File: src/rtl/mul_arbiter.sv
// ---------------------------------------------------------------------------
// mul_arbiter
//   Round-robin arbiter that shares one 4x4 multiplier between four
//   requesters. A winner's operands are latched at grant time and presented
//   to the multiplier together with a one-cycle start pulse. The arbiter then
//   waits for the multiplier to go busy and come back ready, captures the
//   product, and returns it with a one-cycle done pulse. A transaction that
//   has not completed within TIMEOUT-1 cycles after the start cycle is
//   aborted: done still pulses, err is flagged and the result reads zero.
//
//   State  | Meaning
//   -------+-------------------------------------------------------------
//   IDLE   | no owner; arbitrate when the multiplier reports ready
//   START  | operands presented, mul_start high for this cycle only
//   BUSY   | waiting for the multiplier to drop mul_ready
//   WAIT   | multiplier working; waiting for mul_ready to return
//   RESP   | done (and err on abort) pulse; grant released on exit
//
// Ports
//   clk        in   1   clock, rising edge
//   reset      in   1   asynchronous, active-high reset
//   req        in   4   request, bit i = requester i
//   req_a      in  16   operand A, requester i on [4i+3:4i]
//   req_b      in  16   operand B, same packing as req_a
//   gnt        out  4   one-hot grant (current owner of the multiplier)
//   done       out  4   one-cycle completion pulse for the owner
//   err        out  1   abort flag, coincident with done
//   res        out  9   result for the requester flagged by done
//   mul_a      out  4   operand A to the multiplier
//   mul_b      out  4   operand B to the multiplier
//   mul_start  out  1   start pulse to the multiplier
//   mul_ready  in   1   multiplier idle / result valid
//   mul_result in   9   multiplier product
// ---------------------------------------------------------------------------
module mul_arbiter #(
    parameter int TIMEOUT = 32
) (
    input  logic        clk,
    input  logic        reset,
    input  logic [3:0]  req,
    input  logic [15:0] req_a,
    input  logic [15:0] req_b,
    output logic [3:0]  gnt,
    output logic [3:0]  done,
    output logic        err,
    output logic [8:0]  res,
    output logic [3:0]  mul_a,
    output logic [3:0]  mul_b,
    output logic        mul_start,
    input  logic        mul_ready,
    input  logic [8:0]  mul_result
);

    localparam int TW = $clog2(TIMEOUT + 1);

    typedef enum logic [2:0] {
        IDLE  = 3'd0,
        START = 3'd1,
        BUSY  = 3'd2,
        WAIT  = 3'd3,
        RESP  = 3'd4
    } state_t;

    state_t         state_q, state_d;
    logic [1:0]     ptr_q, ptr_d;
    logic [1:0]     idx_q, idx_d;
    logic [TW-1:0]  timer_q, timer_d;
    logic [3:0]     gnt_q, gnt_d;
    logic [3:0]     done_q, done_d;
    logic           err_q, err_d;
    logic [8:0]     res_q, res_d;
    logic [3:0]     mul_a_q, mul_a_d;
    logic [3:0]     mul_b_q, mul_b_d;
    logic           mul_start_q, mul_start_d;

    logic           win_vld;
    logic [1:0]     win_idx;
    logic [1:0]     cand;
    logic [TW-1:0]  timer_inc;
    logic           timeout_hit;
    logic [3:0]     owner_onehot;

    // Round-robin search starting at ptr. The loop walks offsets from the
    // farthest to the nearest so the nearest requesting index wins.
    always_comb begin
        win_vld = 1'b0;
        win_idx = ptr_q;
        cand    = ptr_q;
        for (int k = 3; k >= 0; k--) begin
            cand = ptr_q + 2'(k);
            if (req[cand]) begin
                win_vld = 1'b1;
                win_idx = cand;
            end
        end
    end

    // The timer counts cycles since leaving START; the abort fires on the
    // edge where its incremented value reaches TIMEOUT-1, so done lands
    // exactly TIMEOUT-1 cycles after the START exit.
    assign timer_inc    = timer_q + TW'(1);
    assign timeout_hit  = (timer_inc == TW'(TIMEOUT - 1));
    assign owner_onehot = 4'b0001 << idx_q;

    always_comb begin
        state_d     = state_q;
        ptr_d       = ptr_q;
        idx_d       = idx_q;
        timer_d     = timer_q;
        gnt_d       = gnt_q;
        done_d      = 4'b0000;
        err_d       = 1'b0;
        res_d       = res_q;
        mul_a_d     = mul_a_q;
        mul_b_d     = mul_b_q;
        mul_start_d = 1'b0;

        case (state_q)
            IDLE: begin
                gnt_d = 4'b0000;
                if (win_vld && mul_ready) begin
                    idx_d       = win_idx;
                    gnt_d       = 4'b0001 << win_idx;
                    mul_a_d     = req_a[{win_idx, 2'b00} +: 4];
                    mul_b_d     = req_b[{win_idx, 2'b00} +: 4];
                    mul_start_d = 1'b1;
                    state_d     = START;
                end
            end

            START: begin
                timer_d = '0;
                state_d = BUSY;
            end

            BUSY: begin
                timer_d = timer_inc;
                if (timeout_hit) begin
                    done_d  = owner_onehot;
                    err_d   = 1'b1;
                    res_d   = '0;
                    state_d = RESP;
                end else if (!mul_ready) begin
                    state_d = WAIT;
                end
            end

            WAIT: begin
                timer_d = timer_inc;
                // A valid product in hand beats an abort on the same cycle.
                if (mul_ready) begin
                    done_d  = owner_onehot;
                    res_d   = mul_result;
                    state_d = RESP;
                end else if (timeout_hit) begin
                    done_d  = owner_onehot;
                    err_d   = 1'b1;
                    res_d   = '0;
                    state_d = RESP;
                end
            end

            RESP: begin
                gnt_d   = 4'b0000;
                ptr_d   = idx_q + 2'd1;
                state_d = IDLE;
            end

            default: begin
                gnt_d   = 4'b0000;
                state_d = IDLE;
            end
        endcase
    end

    always_ff @(posedge clk or posedge reset) begin
        if (reset) begin
            state_q     <= IDLE;
            ptr_q       <= 2'd0;
            idx_q       <= 2'd0;
            timer_q     <= '0;
            gnt_q       <= 4'b0000;
            done_q      <= 4'b0000;
            err_q       <= 1'b0;
            res_q       <= 9'd0;
            mul_a_q     <= 4'd0;
            mul_b_q     <= 4'd0;
            mul_start_q <= 1'b0;
        end else begin
            state_q     <= state_d;
            ptr_q       <= ptr_d;
            idx_q       <= idx_d;
            timer_q     <= timer_d;
            gnt_q       <= gnt_d;
            done_q      <= done_d;
            err_q       <= err_d;
            res_q       <= res_d;
            mul_a_q     <= mul_a_d;
            mul_b_q     <= mul_b_d;
            mul_start_q <= mul_start_d;
        end
    end

    assign gnt       = gnt_q;
    assign done      = done_q;
    assign err       = err_q;
    assign res       = res_q;
    assign mul_a     = mul_a_q;
    assign mul_b     = mul_b_q;
    assign mul_start = mul_start_q;

endmodule

File: config.mk
export PLATFORM = sky130hd
export DESIGN_NAME = mul_arbiter
export DESIGN_NICKNAME = d
export VERILOG_FILES = /design/src/rtl/mul_arbiter.sv
export SDC_FILE = /design/constraint.sdc
export NUM_CORES = 1
export LEC_CHECK = 0
export BUFFER_PORTS_ARGS = -buffer_cell sky130_fd_sc_hd__clkbuf_2
export CAP_MARGIN = 20
export CORE_MARGIN = 10
export CORE_UTILIZATION = 45
export CTS_CLUSTER_DIAMETER = 40
export DETAILED_ROUTE_END_ITERATION = 12
export GPL_TIMING_DRIVEN = 0
export PLACE_DENSITY = 0.83
export SLEW_MARGIN = 20
export SYNTH_ARGS = -nofsm -noshare
export SYNTH_HDL_FRONTEND = slang
export SYNTH_SLANG_ARGS = --single-unit
File: constraint.sdc
create_clock -name clk -period 1.6 [get_ports clk]
set_input_delay 0.32 -clock clk [delete_from_list [all_inputs] [get_ports clk]]
set_output_delay 0.32 -clock clk [all_outputs]
set_load 0.01 [all_outputs]
Yosys cells after proc, flatten, opt, wreduce, memory -nomap -nowiden --
Index checks and enable logic that the tools add are counted.
Word-level totals: input port bits 48, flip-flop bits (word level) 40
Operators by class: equality and inequality tests 8, $add $sub $neg 5, order comparisons 4, shift-type cells 4, multiplexer cells 36, reductions and logical operators 8
Operators by type and width (count):
- indexed part select 16 x 5 -> 4 bit | 2
- 2-to-1 mux 9 bit | 2
- one-hot mux 9 bit (2 select lines) | 1
- one-hot mux 4 bit (2 select lines) | 2
- 2-to-1 mux 3 bit | 5
- less-than comparator 2 x 3 -> 1 bit, second input constant | 4
- 2-to-1 mux 1 bit | 12
- 2-to-1 mux 4 bit | 3
- one-hot mux 3 bit (4 select lines) | 1
- one-hot mux 6 bit (2 select lines) | 1
- binary-select mux 1 bit (select 2 bit) | 4
- 2-to-1 mux 2 bit | 4
- << shifter 1 x 2 -> 4 bit, first input constant | 2
- adder 6 x 1 -> 6 bit, second input constant | 1
- equality test 3 x 2 -> 1 bit, second input constant | 2
- equality test 6 x 5 -> 1 bit, second input constant | 1
- != test 3 bit, second input constant | 2
- adder 2 x 1 -> 2 bit, second input constant | 2
- adder 2 bit, second input constant | 2
- nonzero test 2 bit | 2
- equality test 3 x 1 -> 1 bit, second input constant | 1
- equality test 3 bit, second input constant | 1
- zero test 3 bit | 1
- AND reduction 3 bit | 1
- 6 further kinds | 6

Logic depth before layout (Yosys ltp) --
Gate-level depths: netlist of the first run.
depth after elaboration 10, gate-level depth with buffers 7, depth with buffers taken out 6

Worst setup path before layout of the first run --
Ideal clock, no wire load.
path type reg-to-reg, start register timer_q[0], end register res_q[0], in the netlist res[0], period minus slack after synthesis 1.722 ns, data arrival time 1.601 ns, cell stages (with the launch flop) 7, setup slack -0.122 ns, buffers on the path 1, cells stage by stage dfrtp_1 -> ha_1 -> xnor2_1 -> nor4_4 -> a21oi_1 -> buf_2 -> a22o_1
Between the ends: cells in the longest elaborated chain, start to end 5
Ends and longest elaborated chain:
- start, declared | RTL line 67 | logic [TW-1:0] timer_q, timer_d;
- start signal, assigned | RTL line 193 | timer_q <= timer_d;
- adder 6 x 1 -> 6 bit (*) | RTL line 101 | assign timer_inc = timer_q + TW'(1);
- equality test 6 x 5 -> 1 bit (*) | RTL line 102 | assign timeout_hit = (timer_inc == TW'(TIMEOUT - 1));
- 2-to-1 mux 9 bit (*)
- 2-to-1 mux 9 bit
- one-hot mux 9 bit (2 select lines) (*)
- end signal, assigned | RTL line 197 | res_q <= res_d;
- end, declared | RTL line 71 | logic [8:0] res_q, res_d;
Every way passes the cells marked *; elsewhere a longest branch is shown, timed or not. A chain may end at the register's enable or synchronous reset.

Final worst setup path of the first run --
start register ptr_q[1], end register mul_a_q[0], in the netlist mul_a[0]
Between the ends: cells in the longest elaborated chain, start to end 9, elaborated cells on any way between the ends 22, classes of those cells 3 x add/sub; 1 x shift; 16 x mux; 2 x reduce/logical
Ends and longest elaborated chain:
- start, declared | RTL line 65 | logic [1:0] ptr_q, ptr_d;
- start signal, assigned | RTL line 191 | ptr_q <= ptr_d;
- parallel branches: the longest is 9 deep, another holds adder 2 bit
- end signal, assigned | RTL line 198 | mul_a_q <= mul_a_d;
- end, declared | RTL line 72 | logic [3:0] mul_a_q, mul_a_d;
Several ways; the timed one is not identified. The select of a mux whose other input is x is not followed.

==> impl_metrics.toml, run 1 <==
[routing]
post_drt_wl_per_cell_um = 18.4
wl_um = 6740
via_per_inst = 5.62
drc = 0
vias = 2061
drt_iter0_drc = 86
ant_nets = 0
first_pass_iters = 6

[floorplanning]
fp.dieW_um = 89.5
die_y_um = 89.5
coreArea_um2 = 4690
ios = 75
dieArea_um2 = 8020
start_util = 0.464
num_rows = 25

[logic_synthesis]
synth_seq_cells = 40
synth_area_um2 = 2180
netlist_instances = 207
yosys.area.top_type = "dfrtp_1"
yosysSeqAreaShare = 0.460
yosysMostFrequentCell = "dfrtp_1"
synthesis.nets = 261
yosysWarnings = 0
yosysUniqueCellTypes = 52
synth-edff-count = 0
ys_top_cells_by_area = "dfrtp_1 (46%), a22o_1 (4.4%), ha_1 (3.5%)"
async_flop_share = 1.00
synth_top_area_frac = 0.460
avgSynthCellArea_um2 = 10.5
synth_flop_cell = "dfrtp_1"
synth_common_cells = "dfrtp_1 (40), inv_1 (16), a21oi_1 (11), a22o_1 (11), nand2_1 (11)"

[place]
port_buffers = 72
dpl.hpwl_um = 4450
gp_congestion = 0.885
post-place-ws_ps = -278
place_inst = 334

[finish]
syn_to_final_growth_pct = 47.2
fin_cells = 367
diodes = 0
final_nets = 366
multiInputGateArea_um2 = 1210
fillers = 357
seqCellArea_um2 = 1010
drive_above_1_share = 0.505

[power]
leakagePower_nw = 1.55
vdd_drop_max_uv = 860
power_density_nw_per_um2 = 1640

[sta]
hold_viol_final = 0
timing.slew.headroom = 0.640
post-route-period-util = 1.05
worst_pin_slew_ps = 537
fin_crit_ps = 1690
setup_viol = 17
finClkSkew_ps = 6.57
final.setup.tns_ps = -947
finalWorstSetupSlack_ps = -86.7
rsz0062_at_grt = "true"
report.final.slew_viol_count = 0
fmax_mhz = 593
whs_ps = 15.1

[status]
outcome = "finished with violations"
violations = "negative setup slack"

[cts]
cts.clk_slew.worst_paths_ps = 80
holdBufCountCts = 0
cts_buffer_depth = 2
cts_inserted_buffers = 5
htree_levels = 2
clk_latency_ps = 300
clock_sinks = 40
cts_tree = "done"
clockRootBuffer = "clkbuf_8"

[global_routing]
met3_usage = 0.0556
grt_use_total = 0.156
antenna_found_initial = 0
top_usage_layer = "met2"
grt_pass1_wl_um = 9840
grt-ovfl-total = 0
grt_use_met2 = 0.273
grt_pass1_vias = 2106
use_met1 = 0.174
grt_max_degree = 23

[critical_path]
critical_path.max_fanout = 9
cp-end-kind = "flop"
required_ps = 1840
worstSetupStartpointType = "flop"
path_class = "reg2reg"
worstPathArrival_ps = 1920

[flow_run]
max_cap_viol_count = 0

[hold_path]
min_path_type = "in2async"
## cell families (layout without fill, tap and decap cells)
| kind of cell | after synthesis | after routing | synth area share |
|---|---|---|---|
| fa+ha+maj | 6 | 6 | 0.0345 |
| compound gates | 73 | 73 | 0.270 |
| buf+inv | 29 | 135 | 0.0725 |
| simple gates | 55 | 55 | 0.146 |
| mux | 1 | 1 | 0.00518 |
| flops | 40 | 40 | 0.460 |
| xor+xnor | 3 | 3 | 0.0121 |
## area by class of cell
cell class              instances  area share
clock inverters                 2     0.00469
flip-flops and latches         40       0.314
multi-input cells             138       0.377
well taps                      54      0.0211
repair buffers                 99       0.200
plain buffers                  12      0.0387
inverters                      16      0.0188
clock buffers                   6      0.0258
## state kept, by name (all words and copies together), names as in the netlist
signal,flops
err,1
gnt,4
done,4
state_q,3
idx_q,2
mul_a,4
mul_start,1
mul_b,4
ptr_q,2
timer_q,6
res,9
## worst paths after layout
path	startpoint	end	slack (ps)	depth (start not counted)
hold / removal	reset	mul_b[1]	20	2
setup / recovery	ptr_q[1]	mul_a[0]	-90	6
hold reg to reg	res[3]	res[3]	510	1
min in group clk	mul_result[2]	res[2]	240	2
setup reg to reg	ptr_q[1]	mul_a[0]	-90	6
max in group asynchronous	reset	ptr_q[0]	1110	3
## repair_timing
| item | CTS | global route |
|---|---|---|
| resized for setup | 18 | 29 |
| buffers inserted | 15 | 10 |
| pin swaps | 21 | 24 |
| cloned | 1 | 2 |
| endpoints found under the setup margin | 21 | 19 |
## placed cells by master, fill, tap and decap left out, drive strengths merged, types with 2 or more instances in the layout
master / netlist / final
nor3: 2 / 2
o21ai: 10 / 10
a22o: 11 / 11
clkbuf: 5 / 84
nand2b: 4 / 4
nor2b: 8 / 8
a31o: 7 / 7
nor2: 9 / 9
nand2: 11 / 11
nand3: 3 / 3
or2: 3 / 3
dfrtp: 40 / 40
xnor2: 2 / 2
inv: 16 / 16
a22oi: 2 / 2
o22a: 7 / 7
o31ai: 3 / 3
a21oi: 11 / 11
a21o: 3 / 3
a221o: 7 / 7
nand4: 8 / 8
clkinvlp: 0 / 2
buf: 8 / 33
ha: 6 / 6
nor4: 3 / 3
## routing by layer
layer,share of wire,vias to the layer above
met3,0.079,11
li1,-,981
met5,0,-
met2,0.49,75
met4,0.020,0
met1,0.41,994
## worst max-delay path, stage by stage (launching register included)
cell and delay (ps):
dfrtp_1 410, clkbuf_4 210, o21ba_1 170, or3_1 320
buf_6 160, o2111ai_2 160, o2111a_1 200
## metrics by stage
step                cell area (um2)  utilization  power [mW]
floorplan                      2200            -        3.05
global placement               2630        0.560        3.68
detailed placement             2650        0.566        3.77
CTS                            2950        0.630        4.82
global route                   3200        0.682        5.61
finish                         3200        0.682        5.26
## power breakdown
part	leakage [nW]	internal, mW	total [mW]	switching (mW)
logic	1.01	1.42	2.78	1.36
clock network	0.0434	0.349	0.718	0.369
registers	0.502	1.41	1.76	0.355
Note: power is estimated with default switching activity, not from simulation.
==> run 2: changes to the inputs <==
Settings changed: SKIP_CTS_REPAIR_TIMING from default to 1, SLEW_MARGIN 20 to default.
==> impl_metrics.toml, run 2 (synthesized netlist as in run 1, its figures left out) <==
[routing]
drt_iter0_drc = 112
post_drt_wl_per_cell_um = 18.1
vias = 2064
via_per_inst = 5.69
wl_um = 6590
first_pass_iters = 4
drc = 0
ant_nets = 0

[floorplanning]
ios = 75
dieArea_um2 = 8020
num_rows = 25
fp.dieW_um = 89.5
coreArea_um2 = 4690
start_util = 0.464
die_y_um = 89.5

[place]
dpl.hpwl_um = 4360
port_buffers = 72
place_area_um2 = 2630
gp_congestion = 0.885
post-place-ws_ps = -254

[global_routing]
grt_pass1_wl_um = 9230
grt_use_total = 0.143
grt-ovfl-total = 0
antenna_found_initial = 0
grt_max_degree = 41
grt_pass1_vias = 1982

[flow_run]
max_cap_viol_count = 0

[hold_path]
min_path_type = "in2async"

[status]
violations = "negative setup slack"
outcome = "finished with violations"

[sta]
post-route-period-util = 1.04
worst_pin_slew_ps = 812
fin_crit_ps = 1670
fmax_mhz = 600
setup_viol = 20
timing.slew.headroom = 0.458
rsz0062_at_grt = "true"
report.final.slew_viol_count = 0
hold_viol_final = 0
finClkSkew_ps = 8.59
finalWorstSetupSlack_ps = -67.4
final.setup.tns_ps = -450

[critical_path]
worstPathArrival_ps = 1890
required_ps = 1830
critPathSlowestCell = "dfrtp_2"
cp_slowest_stage_delay_ps = 470
critical_path.max_fanout = 8
cp-end-kind = "flop"
worstSetupStartpointType = "flop"
path_cells = "nor2b_4 > o21ba_4 > or3_4 > buf_6 > o2111ai_2 > o2111a_1"
path_class = "reg2reg"

[power]
leakagePower_nw = 1.53
power_density_nw_per_um2 = 1720
vdd_drop_max_uv = 839
finalPower_mw = 5.35

[finish]
syn_to_final_growth_pct = 42.8
drive_above_1_share = 0.502
final_nets = 363
layout_common_cells = "clkbuf_2 (72), dfrtp_1 (36), buf_4 (19)"
largest_reg_flops = 9
final_common_cell = "clkbuf_2"
diodes = 0
finish.instance_area_um2 = 3110

[cts]
clk_latency_ps = 290
cts.clk_slew.worst_paths_ps = 80
cts_buffer_depth = 2
clockRootBuffer = "clkbuf_8"
htree_levels = 2
cts_tree = "done"
cts_inserted_buffers = 5
clock_sinks = 40
run 2: cell types whose count changed in the layout (fill, tap and decap cells not counted), sizes merged:
cell / change
clkbuf: -4
bufinv: +2
clkinvlp: -2
run 2: power by group:
group | internal (mW) | total [mW] | switching [mW]
logic | 1.32 | 2.64 | 1.32
registers | 1.41 | 1.74 | 0.339
clock network | 0.614 | 0.962 | 0.349
total | 3.34 | 5.35 | 2.01
run 2: final timing paths:
kind | from | endpoint | slack (ps) | depth (start not counted)
worst max-delay path | ptr_q[0] | mul_a[0] | -70 | 6
worst min register to register | gnt[0] | gnt[0] | 500 | 1
max in group asynchronous | reset | timer_q[1] | 880 | 2
worst min-delay path | reset | mul_b[1] | 170 | 2
worst max register to register | ptr_q[0] | mul_a[0] | -70 | 6
min in group clk | mul_result[2] | res[2] | 240 | 2
run 2: routing by layer:
layer  up-vias  part of all wire  global-route usage
met2        79              0.50               0.242
met4         0            0.0087              0.0217
li1        975                 -                   -
met1      1001              0.40               0.176
met5         -                 0                   0
met3         9             0.089              0.0474
run 2: layout make-up:
type,count,area (um2)
inverters,16,60.1
plain buffers,12,125
multi-input cells,138,1160
clock buffers,5,68.8
flip-flops and latches,40,1010
well taps,54,67.6
repair buffers,96,556
fillers,349,1580
clock inverters,2,60.1
run 2: per-stage QoR:
stage                     hold WS (ps)  utilization  instances
after floorplan                    422            -        207
after CTS                          195        0.587        340
final                              165        0.662        363
after global placement             484        0.560        333
after global routing               241        0.662        363
after detailed placement           484        0.560        333
run 2: worst max-delay path, delay by kind of cell (launching register included):
| kind | cells | cell delay (ps) |
|---|---|---|
| AOI/OAI and AO/OA | 3 | 560 |
| DFF | 1 | 470 |
| and+or+nand+nor | 2 | 420 |
| buffers and inverters | 1 | 140 |
==> run 3: changes to the inputs <==
Settings changed: ABC_AREA from default to 1, CORE_UTILIZATION 45 to 34, PLACE_DENSITY 0.83 to 0.66.
==> impl_metrics.toml, run 3 <==
[logic_synthesis]
synth_area_um2 = 2340
yosys.area.top_type = "dfrtp_1"
async_flop_share = 1.00
yosysUniqueCellTypes = 29
ys_top_cells_by_area = "dfrtp_1 (43%), nand2_1 (20%), nand3_1 (9.2%)"
synth_flop_cell = "dfrtp_1"
netlist_instances = 318
avgSynthCellArea_um2 = 7.37
yosysWarnings = 0
yosysMostFrequentCell = "nand2_1"
synth_seq_cells = 40
yosysSeqAreaShare = 0.427
synthesis.nets = 372
synth_top_area_frac = 0.427
synth_common_cells = "nand2_1 (126), nand3_1 (43), dfrtp_1 (40)"
synth-edff-count = 0

[routing]
post_drt_wl_per_cell_um = 13.6
via_per_inst = 4.74
drt_iter0_drc = 68
drc = 0
ant_nets = 0
first_pass_iters = 4
vias = 2404
wl_um = 6890

[global_routing]
grt_use_total = 0.120
grt_pass1_wl_um = 10300
antenna_found_initial = 0
grt_pass1_vias = 2321
grt_max_degree = 41
grt-ovfl-total = 0

[sta]
report.final.slew_viol_count = 0
timing.slew.headroom = 0.449
setup_viol = 30
fin_crit_ps = 1870
fmax_mhz = 535
rsz0062_at_grt = "true"
worst_pin_slew_ps = 826
post-route-period-util = 1.17
whs_ps = 174
hold_viol_final = 0
finClkSkew_ps = 5.89
finalWorstSetupSlack_ps = -268

[cts]
cts_tree = "done"
cts.clk_slew.worst_paths_ps = 80
clk_latency_ps = 290
cts_buffer_depth = 2
cts_inserted_buffers = 5
htree_levels = 2
clock_sinks = 40
clockRootBuffer = "clkbuf_8"

[critical_path]
path_cells = "inv_4 > nand2_1 > nand2_4 > nand2_4 > nand2_4 > inv_4 > nand2_4 > nand4_4 > buf_4 > nand3_1 > nand2_1 > nand2_1 > nand2_1 > nand2_1 > nand2_1"
path_class = "reg2reg"
cp-end-kind = "flop"
worstSetupStartpointType = "flop"
worstPathArrival_ps = 2060
critPathSlowestCell = "dfrtp_2"
critical_path.max_fanout = 7
cp_slowest_stage_delay_ps = 450
cpMostUsedCell = "nand2_1"
required_ps = 1790

[flow_run]
max_cap_viol_count = 0

[place]
post-place-ws_ps = -308
place_area_um2 = 2840
dpl.hpwl_um = 4800
port_buffers = 74
gp_congestion = 0.853

[power]
power.internal_mw = 4.09
p_sw_frac = 0.469
vdd_drop_max_uv = 1210
p_seq_frac = 0.217
p_switching_mw = 3.61
clkPwrFrac = 0.105
power_density_nw_per_um2 = 2170
leakagePower_nw = 1.92
comb_power_share = 0.679

[finish]
layout_common_cells = "nand2_1 (99), clkbuf_2 (74), dfrtp_1 (36)"
final_common_cell = "nand2_1"
finish.instance_area_um2 = 3560
syn_to_final_growth_pct = 51.8
largest_reg_flops = 9
drive_above_1_share = 0.475
fillers = 623
diodes = 0
final_nets = 480

[floorplanning]
start_util = 0.347
num_rows = 30
ios = 75
coreArea_um2 = 6760
die_y_um = 103
dieArea_um2 = 10600
fp.dieW_um = 103

[status]
outcome = "finished with violations"
violations = "negative setup slack"

[hold_path]
min_path_type = "in2async"
## run 3: cell types whose count changed after synthesis, sizes merged, moves of 4 or more
cell,delta
nand2,+135
nand3,+42
inv,+14
a21oi,-10
a22o,-10
nor2b,-8
a221o,-7
a31o,-7
o22a,-7
nor2,+6
nand4,-5
nand2b,-4
## run 3: metal layers
metal	routed length, um	global-route usage	share of wire
met1	2990	0.142	0.43
met2	3360	0.203	0.49
met3	477	0.0422	0.069
met4	58	0.0257	0.0084
met5	0	0	0
## run 3: power groups by stage
stage / Clock, mW / Sequential (mW) / Combinational, mW
2_1_floorplan: 0 / 1.72 / 2.58
3_3_place_gp: 0 / 1.63 / 3.58
3_5_place_dp: 0 / 1.64 / 3.63
4_1_cts: 0.833 / 1.63 / 3.65
5_1_grt: 0.885 / 1.72 / 5.75
6_report: 0.805 / 1.67 / 5.23
## run 3: layout make-up
cell class / instances / area, um2 / area share
Tap cell: 80 / 100 / 0.0281
Buffer: 9 / 90.1 / 0.0253
Multi-Input combinational cell: 238 / 1470 / 0.413
Inverter: 31 / 143 / 0.0401
Clock buffer: 5 / 68.8 / 0.0193
Sequential cell: 40 / 1010 / 0.283
Clock inverter: 3 / 42.5 / 0.0120
Timing Repair Buffer: 101 / 639 / 0.180
## run 3: worst max-delay path, delay by kind of cell (launching register included)
family | cells | cell delay (ps)
AND/OR/NAND/NOR | 12 | 960
buffers and inverters | 3 | 350
flip-flops | 1 | 450
## run 3: kinds of logic (layout without fill, tap and decap cells)
logic type	after synthesis	in the layout	share of synthesized area
flops	40	40	0.427
compound gates	17	17	0.0422
simple gates	212	212	0.409
xor+xnor	3	3	0.0112
fa+ha+maj	6	6	0.0320
buf+inv	40	149	0.0785
## run 3: final timing paths
path	from	end	slack (ps)	cells past startpoint
setup / recovery	ptr_q[1]	mul_b[2]	-270	15
hold reg to reg	mul_b[2]	mul_b[2]	480	2
min in group clk	mul_result[5]	res[5]	260	3
hold / removal	reset	mul_a[2]	170	2
setup reg to reg	ptr_q[1]	mul_b[2]	-270	15
max in group asynchronous	reset	ptr_q[1]	850	2
## run 3: per-stage QoR
step | instances | util | power (mW) | setup TNS [ps]
final | 507 | 0.527 | 7.70 | -5760
after global routing | 507 | 0.527 | 8.36 | -8730
after CTS | 480 | 0.437 | 6.11 | -7570
after detailed placement | 472 | 0.420 | 5.27 | -6650
after global placement | 472 | 0.420 | 5.21 | -11980
after floorplan | 318 | - | 4.30 | -995
